<file path="config.mk">
export PLATFORM = sky130hd
export DESIGN_NAME = led_sched
export DESIGN_NICKNAME = d
export VERILOG_FILES = /design/src/rtl/led_sched.sv
export SDC_FILE = /design/constraint.sdc
export NUM_CORES = 1
export LEC_CHECK = 0
export CORE_ASPECT_RATIO = 1.4
export CORE_MARGIN = 3
export CORE_UTILIZATION = 49
export CTS_CLUSTER_DIAMETER = 50
export DETAILED_ROUTE_END_ITERATION = 8
export GPL_TIMING_DRIVEN = 0
export PLACE_DENSITY = 0.78
export SYNTH_ARGS = -nofsm -noshare
export SYNTH_HDL_FRONTEND = slang
export SYNTH_SLANG_ARGS = --single-unit
</file>
<file path="constraint.sdc">
create_clock -name clk -period 2.3 [get_ports clk]
set_input_delay 0.46 -clock clk [delete_from_list [all_inputs] [get_ports clk]]
set_output_delay 0.46 -clock clk [all_outputs]
set_load 0.005 [all_outputs]
</file>
<file path="src/rtl/led_sched.sv">
// led_sched: round-robin owner of a 4-bit LED bank among three requesters, each grant held for at least SLOT ticks of a DIV-clk prescaler.
// Latency: gnt 1 clk after req seen in IDLE, led follows gnt (live pat) 1 clk later; grantee dropping req releases in 1 clk.
// Backpressure: none; requesters keep req high while they want the bank. Build option LED_SCHED_BLANK_EN inserts a DIV-clk blank on preemption.
module led_sched #(
    parameter int DIV  = 25,
    parameter int SLOT = 4
) (
    input  logic        clk,
    input  logic        rst_n,
    input  logic [2:0]  req,
    input  logic [11:0] pat,
    output logic [2:0]  gnt,
    output logic [3:0]  led,
    output logic        busy
);
    localparam int PW = (DIV > 1) ? $clog2(DIV) : 1;
    localparam int SW = $clog2(SLOT + 1);
    localparam logic [PW-1:0] PRESC_MAX = PW'(DIV - 1);
    localparam logic [SW-1:0] SLOT_MAX  = SW'(SLOT);

    typedef enum logic [1:0] {
        S_IDLE  = 2'd0,
        S_OWN   = 2'd1,
        S_BLANK = 2'd2
    } state_t;

    function automatic logic [1:0] rr_next(input logic [1:0] i);
        return (i == 2'd2) ? 2'd0 : i + 2'd1;
    endfunction

    function automatic logic [2:0] to_onehot(input logic [1:0] i);
        logic [2:0] oh;
        oh = 3'b100;
        if (i == 2'd0) oh = 3'b001;
        else if (i == 2'd1) oh = 3'b010;
        return oh;
    endfunction

    // Returns {found, index}: first set bit of r strictly after last, wrapping back to last itself.
    function automatic logic [2:0] rr_pick(input logic [2:0] r, input logic [1:0] last);
        logic [1:0] c1;
        logic [1:0] c2;
        c1 = rr_next(last);
        c2 = rr_next(c1);
        if (|(r & to_onehot(c1))) return {1'b1, c1};
        if (|(r & to_onehot(c2))) return {1'b1, c2};
        if (|(r & to_onehot(last))) return {1'b1, last};
        return 3'b000;
    endfunction

    function automatic logic [3:0] pat_of(input logic [11:0] p, input logic [1:0] i);
        logic [3:0] v;
        v = p[11:8];
        if (i == 2'd0) v = p[3:0];
        else if (i == 2'd1) v = p[7:4];
        return v;
    endfunction

    state_t          state_q, state_d;
    logic [2:0]      gnt_q, gnt_d;
    logic [3:0]      led_q, led_d;
    logic [PW-1:0]   presc_q, presc_d;
    logic [SW-1:0]   slot_q, slot_d;
    logic [1:0]      last_q, last_d;
    logic [1:0]      own_q, own_d;
`ifdef LED_SCHED_BLANK_EN
    logic [PW-1:0]   blk_q, blk_d;
`endif

    logic            tick;
    logic [2:0]      pick_idle;
    logic [2:0]      pick_pre;

    assign tick      = (presc_q == PRESC_MAX);
    assign pick_idle = rr_pick(req, last_q);
    // Preemption candidates exclude the current owner so it cannot re-win its own slot.
    assign pick_pre  = rr_pick(req & ~gnt_q, own_q);

    always_comb begin
        state_d = state_q;
        gnt_d   = gnt_q;
        led_d   = led_q;
        slot_d  = slot_q;
        last_d  = last_q;
        own_d   = own_q;
        presc_d = tick ? '0 : presc_q + PW'(1);
`ifdef LED_SCHED_BLANK_EN
        blk_d   = blk_q;
`endif
        case (state_q)
            S_IDLE: begin
                gnt_d = '0;
                led_d = '0;
                if (pick_idle[2]) begin
                    state_d = S_OWN;
                    own_d   = pick_idle[1:0];
                    last_d  = pick_idle[1:0];
                    gnt_d   = to_onehot(pick_idle[1:0]);
                    slot_d  = '0;
                end
            end
            S_OWN: begin
                led_d = pat_of(pat, own_q);
                if (tick && (slot_q != SLOT_MAX)) slot_d = slot_q + SW'(1);
                // Grantee release takes priority over any preemption in the same cycle.
                if (!(|(req & gnt_q))) begin
                    state_d = S_IDLE;
                    gnt_d   = '0;
                    led_d   = '0;
                    slot_d  = '0;
                end else if ((slot_q == SLOT_MAX) && pick_pre[2]) begin
`ifdef LED_SCHED_BLANK_EN
                    state_d = S_BLANK;
                    gnt_d   = '0;
                    led_d   = '0;
                    slot_d  = '0;
                    blk_d   = '0;
`else
                    own_d   = pick_pre[1:0];
                    last_d  = pick_pre[1:0];
                    gnt_d   = to_onehot(pick_pre[1:0]);
                    slot_d  = '0;
`endif
                end
            end
`ifdef LED_SCHED_BLANK_EN
            S_BLANK: begin
                gnt_d = '0;
                led_d = '0;
                blk_d = blk_q + PW'(1);
                // Re-arbitrate at the end of the gap in case the pending requester went away.
                if (blk_q == PRESC_MAX) begin
                    blk_d = '0;
                    if (pick_idle[2]) begin
                        state_d = S_OWN;
                        own_d   = pick_idle[1:0];
                        last_d  = pick_idle[1:0];
                        gnt_d   = to_onehot(pick_idle[1:0]);
                        slot_d  = '0;
                    end else begin
                        state_d = S_IDLE;
                    end
                end
            end
`endif
            default: begin
                state_d = S_IDLE;
                gnt_d   = '0;
                led_d   = '0;
            end
        endcase
    end

    always_ff @(posedge clk or negedge rst_n) begin
        if (!rst_n) begin
            state_q <= S_IDLE;
            gnt_q   <= '0;
            led_q   <= '0;
            presc_q <= '0;
            slot_q  <= '0;
            last_q  <= 2'd2;
            own_q   <= 2'd0;
`ifdef LED_SCHED_BLANK_EN
            blk_q   <= '0;
`endif
        end else begin
            state_q <= state_d;
            gnt_q   <= gnt_d;
            led_q   <= led_d;
            presc_q <= presc_d;
            slot_q  <= slot_d;
            last_q  <= last_d;
            own_q   <= own_d;
`ifdef LED_SCHED_BLANK_EN
            blk_q   <= blk_d;
`endif
        end
    end

    assign gnt  = gnt_q;
    assign led  = led_q;
    assign busy = (state_q != S_IDLE);

endmodule

</file>
Word level (Yosys, flattened, before mapping)
Index checks and enable logic that the tools add are counted. Widths: inputs -> output; s select.

$add $sub $neg: 6. $mul: 0. Div/mod/pow operators: 0. Magnitude comparators: 0. Eq/ne operators: 22. Shift-type cells: 0. Mux-type cells: 71. Bitwise operators: 9. Reduce and logical (&&, ||, !) cells: 23.

Operator list (count): $mux 3 (41); $and 3x3->3 (8); $reduce_or 3->1 (7); $eq 2x1->1 const B (9); $logic_not 2->1 (9); $mux 2 (9); $mux 4 (4); $mux 1 (12); $pmux 3 s2 (2); $add 2x1->2 const B (4); $eq 2x2->1 const B (4); $ne 2x2->1 const B (4); $pmux 2 s2 (2); $ne 3x3->1 const B (2); $add 5x1->5 const B (1); $eq 5x5->1 const B (1); $mux 5 (1); $ne 4x4->1 const B (1); $reduce_and 4->1 (1); $reduce_bool 2->1 (2); $add 3x1->3 const B (1); $eq 3x3->1 const B (1); $not 3->3 (1); $reduce_and 3->1 (1); 2 further kinds (3).

Flip-flop bits (word level): 21. Bits in latches: 0. Bits in writable memories: 0. Bits in read-only memories: 0. Output and inout bits: 8. Memories: 0.

Depth between registers and ports, before layout
Gate-level depths: netlist (run 1).

Depth in word-level cells: 29. Gate-level depth with buffers: 6. Depth with buffers taken out: 6.

Least setup slack after synthesis (run 1)
No wires, ideal clock.

Kind: input-to-reg. Start: input port req[0]. End: register own_q[1]. Setup time: 0.131 ns. Data arrival time: 1.689 ns. Data required time: 2.169 ns. Path slack: 0.480 ns. Stages: 6. Path through: buf_2 -> a222oi_1 -> nand2b_1 -> buf_6 -> o32a_1 -> o21ai_0.

Cells in the longest elaborated chain, start to end: 12. Elaborated cells on any way between the ends: 46. Those cells by class: eq/ne (3); mux (26); bitwise (8); reduce/logical (9).

Ends and longest elaborated chain: start, declared (line 10) `input logic [2:0] req,`; $and 3x3->3 (line 77) `assign pick_pre = rr_pick(req & ~gnt_q, own_q);`; $and 3x3->3 (line 47) `if (|(r & to_onehot(last))) return {1'b1, last};`; $reduce_or 3->1 (line 47); $mux 1 (2 in a row) (line 47); $mux 1 (line 46) `if (|(r & to_onehot(c2))) return {1'b1, c2};`; $mux 3 (line 48) `return 3'b000;`; $mux 3 (line 47); $mux 3 (line 46); $mux 2 / $logic_and 1x1->1 (equally long branches) (line 111) `end else if ((slot_q == SLOT_MAX) && pick_pre[2]) begin`; $mux 2 / $ne 2x2->1 (equally long branches); $pmux 2 s2 / $reduce_and 4->1 (equally long branches); end signal, assigned (line 173) `own_q <= own_d;`; end, declared (line 65) `logic [1:0] own_q, own_d;`.

Several ways; a longest one is shown, not always the timed one. The select of a mux whose other input is x is not followed. A chain may end at the register's enable or synchronous reset.

Final worst setup path (run 1)
Start: input port req[1]. End: register gnt_q[2] (netlist: gnt[2]).

Cells in the longest elaborated chain, start to end: 15. Elaborated cells on any way between the ends: 51. Those cells by class: eq/ne (3); mux (30); bitwise (8); reduce/logical (10).

Ends and longest elaborated chain: $and 3x3->3 (line 77); $and 3x3->3 (line 47); $reduce_or 3->1 (line 47); $mux 1 (2 in a row) (line 47); $mux 1 (line 46); $mux 3 (line 48); $mux 3 (line 47); $mux 3 (line 46); $eq 2x1->1 (line 35) `else if (i == 2'd1) oh = 3'b010;`; $mux 3 (line 35); $mux 3 (line 34) `if (i == 2'd0) oh = 3'b001;`; $mux 3 (line 111); $mux 3 (line 106) `if (!(|(req & gnt_q))) begin`; $pmux 3 s2 (line 90) `case (state_q)`; end signal, assigned (line 168) `gnt_q <= gnt_d;`; end, declared (line 60) `logic [2:0] gnt_q, gnt_d;`.

Several ways; a longest one is shown, not always the timed one. The select of a mux whose other input is x is not followed.

==> out/results.ini, run 1 <==
[layout]
area_growth_pct = 25.11
instances_no_fill = 173
antenna_cells = 0
drive_above_1_share = 0.05960
layout.nets = 173
layout_common_cells = clkdlybuf4s50_1 (23), dfrtp_1 (18), inv_1 (10)
fillers = 179
final_common_cell = clkdlybuf4s50_1
final_area_um2 = 1421

[placed_design]
dp_slack_ns = -0.1059
place_hpwl_mm = 1.899
post-place-cells = 169
portBuffers = 23
routabilityCongestion = 0.8664
placed_area_um2 = 1394

[clock_tree]
cts_hold_buf = 0
cts_resized = 0
clk_latency_ns = 0.31
cts_tree = done
cts-htree-levels = 1
cts_setup_buffers = 0
cts_buffers = 3
root_buffer = clkbuf_4
clockBufferDepth = 2
cts.clk_slew.worst_paths_ns = 0.12
cts.sinks = 19

[setup_path]
crit_arrival_ns = 2.30
regToRegSetupSlack_ns = 0.41
crit_type = in -> reg
crit_fanout = 8
worstPathRequired_ns = 2.50
setup.worst_path.start_class = primary input
critPathCaptureType = register

[synth]
synth_flop_cell = dfrtp_1
synth_top_area_share = 0.3965
synthCells = 124
synth_area_leaders = dfrtp_1 (40%), mux2i_1 (5.3%), ha_1 (4.4%)
yosysTopAreaCell = dfrtp_1
async_reset_ff_frac = 1.000
syn-cell-area_um2 = 1136
synth_edf_count = 0
seq_area_frac_synth = 0.4196
synth.avg_cell_area_um2 = 9.162
ys_ff_latch = 19
syn_nets = 145
yosys_warnings = 0
synth_cell_types = 36

[routing]
wl_per_cell_um = 14.67
first_pass_iters = 4
vias_per_cell = 5.925
drc = 0
vias = 1025
antenna_left = 0
wirelength_mm = 2.538
drt_iter0_drc = 32

[global_routing]
grt_overflow = 0
grt_pass1_wl_mm = 4.077
antenna_found_initial = 0
grt_util_all_layers = 0.1840
grt_max_degree = 20
grt_pass1_vias = 998

[sta]
drv_slew = 0
finalCriticalPeriod_ns = 2.104
worst_slack_ns = 0.1960
timing.fmax_ghz = 0.4753
grt_setup_unrepaired = false
setup_viol = 0
slew_headroom = 0.4253
skew_ns = 0.004463
worst_pin_slew_ns = 0.8593
min_period_over_period = 0.9148
hold_viol = 0

[die]
coreArea_um2 = 2177
die_width_um = 46.70
initial_utilization = 0.5218
die_h_um = 62.98
ios = 25
fp.dieArea_um2 = 2941
fp-row-count = 20

[hold_path]
hold_class = reg -> reg

[pwr]
p_int_mw = 0.7997
pwr-share-seq = 0.376
pwr-share-clk = 0.137
p_leak_nw = 0.5959
ir_drop_uv = 619.7
p_sw_mw = 0.5145
comb_power_share = 0.487
powerDensity_nw_per_um2 = 924.6
swShare = 0.3915

[run_status]
outcome = finished, final reports clean

[flow_run]
maxCapViolCount = 0

-- area by class of cell --
cell class / instances / area [um2] / share of cell area
multi-input combinational: 90 / 594.3 / 0.4181
sequential: 19 / 476.7 / 0.3354
timing repair buffer: 23 / 230.2 / 0.1620
inverter: 10 / 37.54 / 0.02641
buffer: 5 / 27.53 / 0.01937
tap: 22 / 27.53 / 0.01937
clock buffer: 3 / 22.52 / 0.01585
clock inverter: 1 / 5.005 / 0.003521
-- cells by family after synthesis --
logic type,count (synthesis),synth area share
and+or+nand+nor,40,0.1883
adders and majority gates,4,0.04405
DFF,19,0.4196
muxes,6,0.05287
AOI/OAI and AO/OA,40,0.2379
buffers and inverters,15,0.05727
-- path summary, 6_finish.rpt --
kind                         endpoint  startpoint  cells after the start
max                            gnt[2]      req[1]                      6
min in group asynchronous  presc_q[3]       rst_n                      1
min                        presc_q[0]  presc_q[0]                      1
min reg2reg                presc_q[0]  presc_q[0]                      1
max reg2reg                    gnt[2]      gnt[0]                      5
max in group asynchronous      gnt[0]       rst_n                      1
-- power groups by stage --
stage	registers, mW	clock network, mW	logic [mW]
2_1_floorplan	0.488	0	0.407
5_1_grt	0.509	0.190	0.702
4_1_cts	0.491	0.177	0.641
3_5_place_dp	0.496	0	0.639
3_3_place_gp	0.496	0	0.627
6_report	0.494	0.179	0.641
-- registers in the layout, indices dropped and copies added, names as in the netlist --
register  count
last_q        2
own_q         1
presc_q       5
gnt           3
state_q       1
slot_q        3
led           4
-- Yosys cell counts, types with 2 or more instances --
cell type	number
mux2i_1	6
o21ai_0	8
dfrtp_1	18
a31oi_1	4
nand2_1	6
a32oi_1	2
nor2b_1	6
ha_1	4
o22ai_1	4
inv_1	10
nand3_1	6
a21oi_1	8
nand2b_1	2
nand3b_1	2
nor3_1	2
o221ai_1	2
nor2_1	9
clkbuf_1	3
o211ai_1	5
-- through the flow --
stage,hold slack [ns],total power [mW],TNS [ns],utilization
floorplan,0.1644,0.8951,0,-
global placement,0.4703,1.123,-0.3199,0.6402
detailed placement,0.4907,1.135,-0.4624,0.6402
CTS,0.5070,1.310,0,0.6529
global route,0.5147,1.401,0,0.6529
finish,0.5074,1.314,0,0.6529
-- critical path: stages --
cell and delay [ns]:
clkdlybuf4s50_1 0.53, a222oi_1 0.67, nand2b_1 0.21, buf_6 0.13, o32a_1 0.19, o21ai_0 0.11
-- layer usage --
layer	track usage	vias to the layer above	wire (um)	part of all wire
li1	-	515	-	-
met1	0.2149	476	1101	0.43
met4	0.06228	0	44	0.017
met2	0.3293	29	1288	0.51
met3	0.01729	5	104	0.041
met5	0	-	0	0
Power figures use the tool's default switching activity.
==> run 2: changes to the inputs <==
- TNS_END_PERCENT: default -> 5
- clock period: 2.3 -> 2.2 ns (I/O delays scaled with it)
==> results of run 2 <==
Same layout as run 1 (identical final DEF). Status: finished, final reports clean.
Main changes from that run: setup slack after placement -0.1059 ns -> -0.1859 ns; setup slack after layout 0.1960 ns -> 0.1160 ns; register-to-register setup slack 0.41 ns -> 0.31 ns; total power 1.314 mW -> 1.374 mW; worst IR drop on VDD 619.7 uV -> 647.8 uV
==> run 3: changes to the inputs <==
- CORE_UTILIZATION: 49 -> 53
- GPL_TIMING_DRIVEN: 0 -> default
- PLACE_DENSITY: 0.78 -> 0.83
- SLEW_MARGIN: default -> 30
- clock period: 2.2 -> 2.47 ns (I/O delays scaled with it)
==> run 3 against run 2 <==
  * Cell area is 1.8% higher
  * Hold slack worse by 0.0088 ns
  * First-iteration DRC count is 63% higher
  * Sequential share of layout area is 0.61 points lower
  * Die area is 6.7% lower
  * Core utilization is 7.2 points higher
  * Via count is 1.9% higher
  * Setup slack better by 0.31 ns
  * Count of clock-buffer cells in the layout stayed put
  * Sequential cell count stayed put
  * Power is 12% lower
  * Clock power is 15% lower
==> out/results.ini, run 3 (same netlist as run 1, synthesis figures left out) <==
[layout]
layout.nets = 175  ; was 173
seqCellArea_um2 = 476.7  ; unchanged
largest_register = presc_q  ; unchanged
layout_common_cells = clkdlybuf4s50_1 (24), dfrtp_1 (18), inv_1 (10)  ; was clkdlybuf4s50_1 (23), dfrtp_1 (18), inv_1 (10)
largest_reg_flops = 5  ; unchanged
antenna_cells = 0  ; unchanged
fillers = 170  ; was 179
final_common_cell = clkdlybuf4s50_1  ; unchanged
final_util = 0.7249  ; was 0.6529
drive_above_1_share = 0.08497  ; was 0.05960
area_growth_pct = 27.42  ; was 25.11%
multi_input_area_um2 = 594.3  ; unchanged

[clock_tree]
cts_buffers = 3  ; unchanged
cts_tree = done  ; unchanged
cts_setup_buffers = 0  ; unchanged
cts_resized = 0  ; unchanged
clockBufferDepth = 2  ; unchanged
clk_latency_ns = 0.30  ; was 0.31 ns
root_buffer = clkbuf_4  ; unchanged
cts-htree-levels = 1  ; unchanged
cts_hold_buf = 0  ; unchanged
cts.sinks = 19  ; unchanged
cts.clk_slew.worst_paths_ns = 0.12  ; about the same

[setup_path]
setup.worst_path.start_class = primary input  ; unchanged
cp_slowest_stage_delay_ns = 0.56  ; was 0.67 ns
critical_path.slowest_cell = clkdlybuf4s50_1  ; was a222oi_1
critPathCaptureType = register  ; unchanged
crit_type = in -> reg  ; unchanged
crit_arrival_ns = 2.28  ; about the same
worstPathRequired_ns = 2.70  ; was 2.40 ns
worst-path-buf-inv = 2  ; unchanged
crit_fanout = 8  ; unchanged
crit_chain = clkdlybuf4s50_1 > a222oi_1 > buf_4 > nand2b_1 > or4b_1 > a31oi_1  ; was clkdlybuf4s50_1 > a222oi_1 > nand2b_1 > buf_6 > o32a_1 > o21ai_0
cp_top_family = simple AND/OR/NAND/NOR gates  ; was compound AO/OA/AOI/OAI gates

[global_routing]
grt_overflow = 0  ; unchanged
grt_pass1_vias = 968  ; was 998
grt_pass1_wl_mm = 4.416  ; was 4.077 mm
antenna_found_initial = 0  ; unchanged
grt_util_all_layers = 0.2128  ; was 0.1840
grt_max_degree = 20  ; unchanged

[sta]
timing.fmax_ghz = 0.4886
worst_slack_ns = 0.4233  ; was 0.1160 ns
slew_headroom = 0.6514  ; was 0.4253
hold_viol = 0  ; unchanged
skew_ns = 0.008511  ; was 0.004463 ns
timing.hold.ws_ns = 0.4986  ; was 0.5074 ns
grt_setup_unrepaired = false  ; unchanged
setup_viol = 0  ; unchanged
drv_slew = 0  ; unchanged
finalCriticalPeriod_ns = 2.047
setup_tns_ns = 0  ; unchanged
worst_pin_slew_ns = 0.5221  ; was 0.8593 ns
min_period_over_period = 0.8286

[routing]
vias = 1044  ; was 1025
drc = 0  ; unchanged
antenna_left = 0  ; unchanged
wl_per_cell_um = 14.88  ; was 14.67 um
first_pass_iters = 4  ; unchanged
drt_iter0_drc = 52  ; was 32
wirelength_mm = 2.589  ; was 2.538 mm
vias_per_cell = 6.000  ; was 5.925

[pwr]
p_leak_nw = 0.6155  ; was 0.5959 nW
p_total_mw = 1.206  ; was 1.374 mW
powerDensity_nw_per_um2 = 832.9  ; was 966.6 nW/um2
ir_drop_uv = 620.0  ; was 647.8 uV

[die]
fp-row-count = 19  ; was 20
die_width_um = 45.13  ; was 46.70 um
coreArea_um2 = 1997  ; was 2177 um2
fp.dieArea_um2 = 2743  ; was 2941 um2
initial_utilization = 0.5689  ; was 0.5218
ios = 25  ; unchanged
die_h_um = 60.78  ; was 62.98 um

[placed_design]
portBuffers = 24  ; was 23
place_hpwl_mm = 1.998  ; was 1.899 mm
dp_slack_ns = 0.1355  ; was -0.1859 ns
routabilityCongestion = 0.9712  ; was 0.8664

[flow_run]
maxCapViolCount = 0  ; unchanged

[hold_path]
hold_class = reg -> reg  ; unchanged

[run_status]
outcome = finished, final reports clean  ; unchanged

==> run 3: final cells by class <==
cell class,count,share of cell area
flip-flops and latches,19,0.3293
clock inverters,1,0.003457
well taps,21,0.01815
repair buffers,30,0.1971
clock buffers,3,0.01556
multi-input cells,90,0.4105
inverters,10,0.02593
==> run 3: metrics by stage <==
stage / cell area [um2] / std cells
2_1_floorplan: 1136 / 124
3_3_place_gp: 1420 / 170
3_5_place_dp: 1420 / 170
4_1_cts: 1448 / 174
5_1_grt: 1448 / 174
6_report: 1448 / 174
==> run 3: final timing paths <==
kind,from,end,slack [ns],cells past startpoint
min in group asynchronous,rst_n,slot_q[0],0.51,2
max reg2reg,gnt[0],own_q[1],0.67,5
min reg2reg,presc_q[0],presc_q[0],0.50,1
max in group asynchronous,rst_n,last_q[1],1.70,2
min,presc_q[0],presc_q[0],0.50,1
max,req[2],gnt[0],0.42,6
==> run 3: where the power goes <==
part,switching [mW],internal [mW],total [mW],leakage [nW]
Sequential,0.124,0.390,0.514,0.243
Clock,0.0984,0.0602,0.159,0.0177
Combinational,0.246,0.287,0.533,0.355
==> run 3: routing by layer <==
layer  global-route usage  vias to the layer above  part of all wire
met1               0.2876                      480              0.42
li1                     -                      520                 -
met3              0.03561                        5             0.053
met5                    0                        -                 0
met2               0.3482                       39              0.52
met4              0.05858                        0             0.013
